File: config.mk
export PLATFORM = sky130hd
export DESIGN_NAME = wb_cmd_master
export DESIGN_NICKNAME = d
export VERILOG_FILES = /design/src/rtl/wb_cmd_master.sv
export SDC_FILE = /design/constraint.sdc
export NUM_CORES = 1
export LEC_CHECK = 0
export CORE_MARGIN = 2
export CORE_UTILIZATION = 43
export CTS_CLUSTER_DIAMETER = 100
export DETAILED_ROUTE_END_ITERATION = 12
export PLACE_DENSITY = 0.87
export SLEW_MARGIN = 20
export SYNTH_ARGS = -nofsm -noshare
export SYNTH_HDL_FRONTEND = slang
export SYNTH_SLANG_ARGS = --single-unit
File: constraint.sdc
create_clock -name wb_clk_i -period 5.08 [get_ports wb_clk_i]
set_input_delay 1.27 -clock wb_clk_i [delete_from_list [all_inputs] [get_ports wb_clk_i]]
set_output_delay 1.27 -clock wb_clk_i [all_outputs]
set_load 0.03 [all_outputs]
File: src/rtl/wb_cmd_master.sv
`default_nettype none
// +----------------------------------------------------------------------------+
// | Module   : wb_cmd_master                                                   |
// | Purpose  : Wishbone classic single-transfer bus master. Converts one       |
// |            valid/ready command into one read or write cycle and returns    |
// |            data plus err/timeout status on a valid/ready response port.    |
// | Revision : 1.0  initial release                                            |
// +----------------------------------------------------------------------------+
module wb_cmd_master #(
  parameter int unsigned TIMEOUT = 255   // 0 disables the bus timeout; max 65535
) (
  input  logic        wb_clk_i,
  input  logic        wb_rst_i,
  // command port
  input  logic        cmd_valid,
  output logic        cmd_ready,
  input  logic        cmd_we,
  input  logic [31:0] cmd_adr,
  input  logic [31:0] cmd_dat,
  input  logic [3:0]  cmd_sel,
  // response port
  output logic        rsp_valid,
  input  logic        rsp_ready,
  output logic [31:0] rsp_dat,
  output logic        rsp_err,
  output logic        rsp_timeout,
  // Wishbone master side
  output logic        wb_cyc_o,
  output logic        wb_stb_o,
  output logic        wb_we_o,
  output logic [3:0]  wb_sel_o,
  output logic [31:0] wb_adr_o,
  output logic [31:0] wb_dat_o,
  input  logic [31:0] wb_dat_i,
  input  logic        wb_ack_i,
  input  logic        wb_err_i
);

  // Counter value on the last permitted bus cycle; cyc is then high for TIMEOUT cycles.
  localparam logic        C_TMO_EN   = (TIMEOUT != 0);
  localparam logic [15:0] C_TMO_LAST = (TIMEOUT == 0) ? 16'd0 : 16'(TIMEOUT - 1);

  typedef enum logic [1:0] {
    S_IDLE = 2'd0,
    S_BUS  = 2'd1,
    S_RESP = 2'd2
  } state_t;

  state_t      state_q, state_d;
  logic        cyc_q, cyc_d;
  logic        we_q, we_d;
  logic [3:0]  sel_q, sel_d;
  logic [31:0] adr_q, adr_d;
  logic [31:0] dat_q, dat_d;
  logic [15:0] cnt_q, cnt_d;
  logic        rsp_valid_q, rsp_valid_d;
  logic [31:0] rsp_dat_q, rsp_dat_d;
  logic        rsp_err_q, rsp_err_d;
  logic        rsp_timeout_q, rsp_timeout_d;
  logic        w_done;

  // Next-state logic: accept a command, watch for termination, hold the response.
  always_comb begin
    state_d       = state_q;
    cyc_d         = cyc_q;
    we_d          = we_q;
    sel_d         = sel_q;
    adr_d         = adr_q;
    dat_d         = dat_q;
    cnt_d         = cnt_q;
    rsp_valid_d   = rsp_valid_q;
    rsp_dat_d     = rsp_dat_q;
    rsp_err_d     = rsp_err_q;
    rsp_timeout_d = rsp_timeout_q;
    w_done        = 1'b0;

    case (state_q)
      S_IDLE: begin
        if (cmd_valid) begin
          cyc_d   = 1'b1;
          we_d    = cmd_we;
          sel_d   = cmd_sel;
          adr_d   = cmd_adr;
          dat_d   = cmd_dat;
          cnt_d   = 16'd0;
          state_d = S_BUS;
        end
      end
      S_BUS: begin
        cnt_d = cnt_q + 16'd1;
        // Error beats ack, and either beats the timeout on the expiry cycle.
        if (wb_err_i) begin
          w_done    = 1'b1;
          rsp_err_d = 1'b1;
          rsp_dat_d = 32'd0;
        end else if (wb_ack_i) begin
          w_done    = 1'b1;
          rsp_dat_d = we_q ? 32'd0 : wb_dat_i;
        end else if (C_TMO_EN && (cnt_q == C_TMO_LAST)) begin
          w_done        = 1'b1;
          rsp_timeout_d = 1'b1;
          rsp_dat_d     = 32'd0;
        end
        if (w_done) begin
          cyc_d       = 1'b0;
          cnt_d       = 16'd0;
          rsp_valid_d = 1'b1;
          state_d     = S_RESP;
        end
      end
      S_RESP: begin
        if (rsp_ready) begin
          rsp_valid_d   = 1'b0;
          rsp_err_d     = 1'b0;
          rsp_timeout_d = 1'b0;
          state_d       = S_IDLE;
        end
      end
      default: begin
        state_d = S_IDLE;
        cyc_d   = 1'b0;
      end
    endcase
  end

  // State and datapath registers; reset aborts any cycle in flight.
  always_ff @(posedge wb_clk_i or posedge wb_rst_i) begin
    if (wb_rst_i) begin
      state_q       <= S_IDLE;
      cyc_q         <= 1'b0;
      we_q          <= 1'b0;
      sel_q         <= 4'd0;
      adr_q         <= 32'd0;
      dat_q         <= 32'd0;
      cnt_q         <= 16'd0;
      rsp_valid_q   <= 1'b0;
      rsp_dat_q     <= 32'd0;
      rsp_err_q     <= 1'b0;
      rsp_timeout_q <= 1'b0;
    end else begin
      state_q       <= state_d;
      cyc_q         <= cyc_d;
      we_q          <= we_d;
      sel_q         <= sel_d;
      adr_q         <= adr_d;
      dat_q         <= dat_d;
      cnt_q         <= cnt_d;
      rsp_valid_q   <= rsp_valid_d;
      rsp_dat_q     <= rsp_dat_d;
      rsp_err_q     <= rsp_err_d;
      rsp_timeout_q <= rsp_timeout_d;
    end
  end

  assign cmd_ready   = (state_q == S_IDLE);
  assign rsp_valid   = rsp_valid_q;
  assign rsp_dat     = rsp_dat_q;
  assign rsp_err     = rsp_err_q;
  assign rsp_timeout = rsp_timeout_q;
  assign wb_cyc_o    = cyc_q;
  assign wb_stb_o    = cyc_q;
  assign wb_we_o     = we_q;
  assign wb_sel_o    = sel_q;
  assign wb_adr_o    = adr_q;
  assign wb_dat_o    = dat_q;

endmodule
`default_nettype wire
==> out/summary.txt <==
Die W: 114 um
Internal Power: 3.38 mW
CP cell instances: nor2_1 -> clkdlybuf4s50_1
status: finished, final reports clean
distinct cell type count after synthesis: 43
# H-tree levels: 4
# setup viols final: 0
fin util: 67.6%
Mapped Nets: 520
async set or reset register ratio after synthesis: 100%
Max IR drop VDD: 0.000479 V
die area: 13000 um2
Crit path max-delay family: buffers and inverters
Fill cells: 870
CTS Buf Count: 17
most common cell after layout, fill and taps aside: clkdlybuf4s50_1
Final Hold Viols: 0
fin crit period: 2.99 ns
top post-synthesis cells by area: dfrtp_1 59%, mux2_2 15%, mux2i_1 6.2%, nand2_1 3.1%, inv_1 2.5%
Power Density: 669 nW/um2
first-pass GRT wire length: 21400 um
CP peak stage delay: 0.68 ns
Routed WL: 13400 um
post-cts gate resize count: 0
Worst-path clk slew: 0.05 ns
Area growth syn-to-layout: 54.8%
Tot GR Track Use: 21.1%
routed vias/inst: 5.09
dpl hpwl: 9240 um
commonest cells after routing, fill and taps aside: 213 x clkdlybuf4s50_1, 123 x dfrtp_1, 69 x mux2_2
crit path setup slack, layout: 2.09 ns
Setup Buffers After CTS: 0
Max-cap violations: 0
RSZ-0062 raised after global routing: no
power share of the sequential group: 30.1%
Setup WS pre-CTS: 1.78 ns
floorplan core area: 11900 um2
sw frac: 37.2%
Post-Syn Instances: 411
antenna diode count: 0
ANT nets after route: 0
Final #Nets: 733
Worst setup EP type: primary output
Sink Count: 123
layout cell share with drive strength beyond 1: 17.0%
Layout Skew: 0.00979 ns
multi-input combinational cell area: 1860 um2
FF+latch area: 3080 um2
slowest CP cell: clkdlybuf4s50_1
Comb power frac: 46.0%
Setup CP Type: flip-flop to primary output
crit path max fanout: 10
Clock Path Buffers: 2
CTS Root Cell: clkbuf_16
hold_buf cts: 0
Pleak: 3.33 nW
WL/cell: 17.1 um
Post-synth EDFFs: 0
initial antenna violation count: 0
Clk pwr share: 23.9%
final RePlAce weighted congestion: 0.834
Clk Latency, worst-skew pair: 0.41 ns
PortBufs: 213
Worst Max-Slew Pin Slew: 0.962 ns
Starting Density: 43.7%
Hold WC Path Type: flip-flop to flip-flop
vias post-DR: 3985
number of remaining DRC errors: 0
crit path DAT: 1.72 ns
clock tree from TritonCTS: built
synth warn: 0
die height: 114 um
top_reg_cell synth: dfrtp_1
dominant cell type by area after synthesis: dfrtp_1
Worst Path Required: 3.81 ns
fin crit share: 58.8%
initial DRC count: 176
first-pass detailed-route iteration total: 4
Max Freq: 335 MHz
post-synthesis cell area: 5200 um2
WP buf/inv: 1
vias in the first global route: 4390
final slew viol count: 0
pin count of the biggest net entering global routing: 84
Avg Inst Size Synth: 12.7 um2
crit start category: flip-flop
post-synth top area share: 59.2%
relative slew slack: 35.9%
Seq cells post-synth: 123
placement row count: 40
sw power: 2.01 mW
Fin Setup TNS: 0 ns
sequential area share after synthesis: 59.2%
Top Ports: 214
GR Overflow Total: 0
kinds of logic (layout without fill, tap and decap cells):
kind of cell,after synthesis,after routing,share of synthesized area (%)
flops,123,123,59.2
mux,101,101,21.1
simple gates,92,92,9.09
buf+inv,58,283,5.53
compound gates,34,34,4.47
fa+ha+maj,2,2,0.481
xor+xnor,1,1,0.168
power by group through the flow:
stage | combinational [mW] | clock [mW] | sequential [mW]
floorplan | 0.679 | 0 | 2.38
global placement | 2.43 | 0 | 1.61
detailed placement | 2.49 | 0 | 1.63
CTS | 2.51 | 1.31 | 1.63
global route | 2.60 | 1.36 | 1.68
finish | 2.48 | 1.29 | 1.62
worst paths after layout:
check | startpoint | end | slack, ns | cells after the start
max | state_q[0] | cmd_ready | 2.09 | 2
min | wb_adr_o[15] | wb_adr_o[15] | 0.50 | 1
max reg2reg | cnt_q[0] | rsp_dat[11] | 2.92 | 6
min reg2reg | wb_adr_o[15] | wb_adr_o[15] | 0.50 | 1
max in group asynchronous | wb_rst_i | rsp_dat[12] | 2.82 | 3
min in group asynchronous | wb_rst_i | wb_dat_o[17] | 1.37 | 2
cell usage after synthesis, types with 2 or more instances:
cell / n
nor2b_1: 2
nand3_1: 6
nand2b_1: 2
nor2_1: 5
a211oi_1: 5
inv_1: 35
dfrtp_1: 123
a21oi_1: 4
nor4_1: 2
buf_6: 7
and3_1: 3
o21ai_0: 9
mux2_2: 69
nor3b_1: 5
nor4b_1: 3
nor3_1: 5
clkbuf_1: 4
a21o_1: 3
o22a_1: 2
nand2_1: 43
nand4_1: 2
ha_1: 2
or3_1: 5
mux2i_1: 32
and4_1: 3
buf_2: 11
o31ai_1: 3
registers in the layout, indices dropped and copies added, names as in the netlist:
signal / cells
wb_sel_o: 4
wb_cyc_o: 1
wb_adr_o: 32
cnt_q: 16
wb_dat_o: 32
rsp_timeout: 1
wb_we_o: 1
rsp_err: 1
state_q: 2
rsp_dat: 32
rsp_valid: 1
per-layer routing:
layer / global-route usage [%] / part of all wire (%) / vias to the layer above
li1: - / - / 1835
met4: 9.02 / 2.2 / 0
met3: 7.65 / 8.1 / 24
met2: 35.5 / 52 / 174
met1: 24.3 / 38 / 1952
met5: 0 / 0 / -
through the flow:
step / std cells / cell area (um2) / hold WS, ns / power [mW]
floorplan: 411 / 5200 / 0.466 / 3.06
global placement: 752 / 7410 / 0.480 / 4.04
detailed placement: 752 / 7410 / 0.494 / 4.12
CTS: 783 / 8050 / 0.506 / 5.44
global route: 783 / 8050 / 0.520 / 5.64
finish: 783 / 8050 / 0.503 / 5.39
worst register-to-register path, stage by stage (launching register included):
cell and delay (ns):
dfrtp_1 0.42, inv_1 0.08, ha_1 0.14, and4b_1 0.19
and4_4 0.36, o31a_4 0.58, mux2i_1 0.31
area by class of cell:
class | instances | area share [%]
Clock buffer | 25 | 6.28
Multi-Input combinational cell | 230 | 23.0
Clock inverter | 6 | 1.65
Timing Repair Buffer | 217 | 26.8
Inverter | 35 | 1.69
Sequential cell | 123 | 38.2
Tap cell | 147 | 2.28
Note: power is estimated with default switching activity, not from simulation.
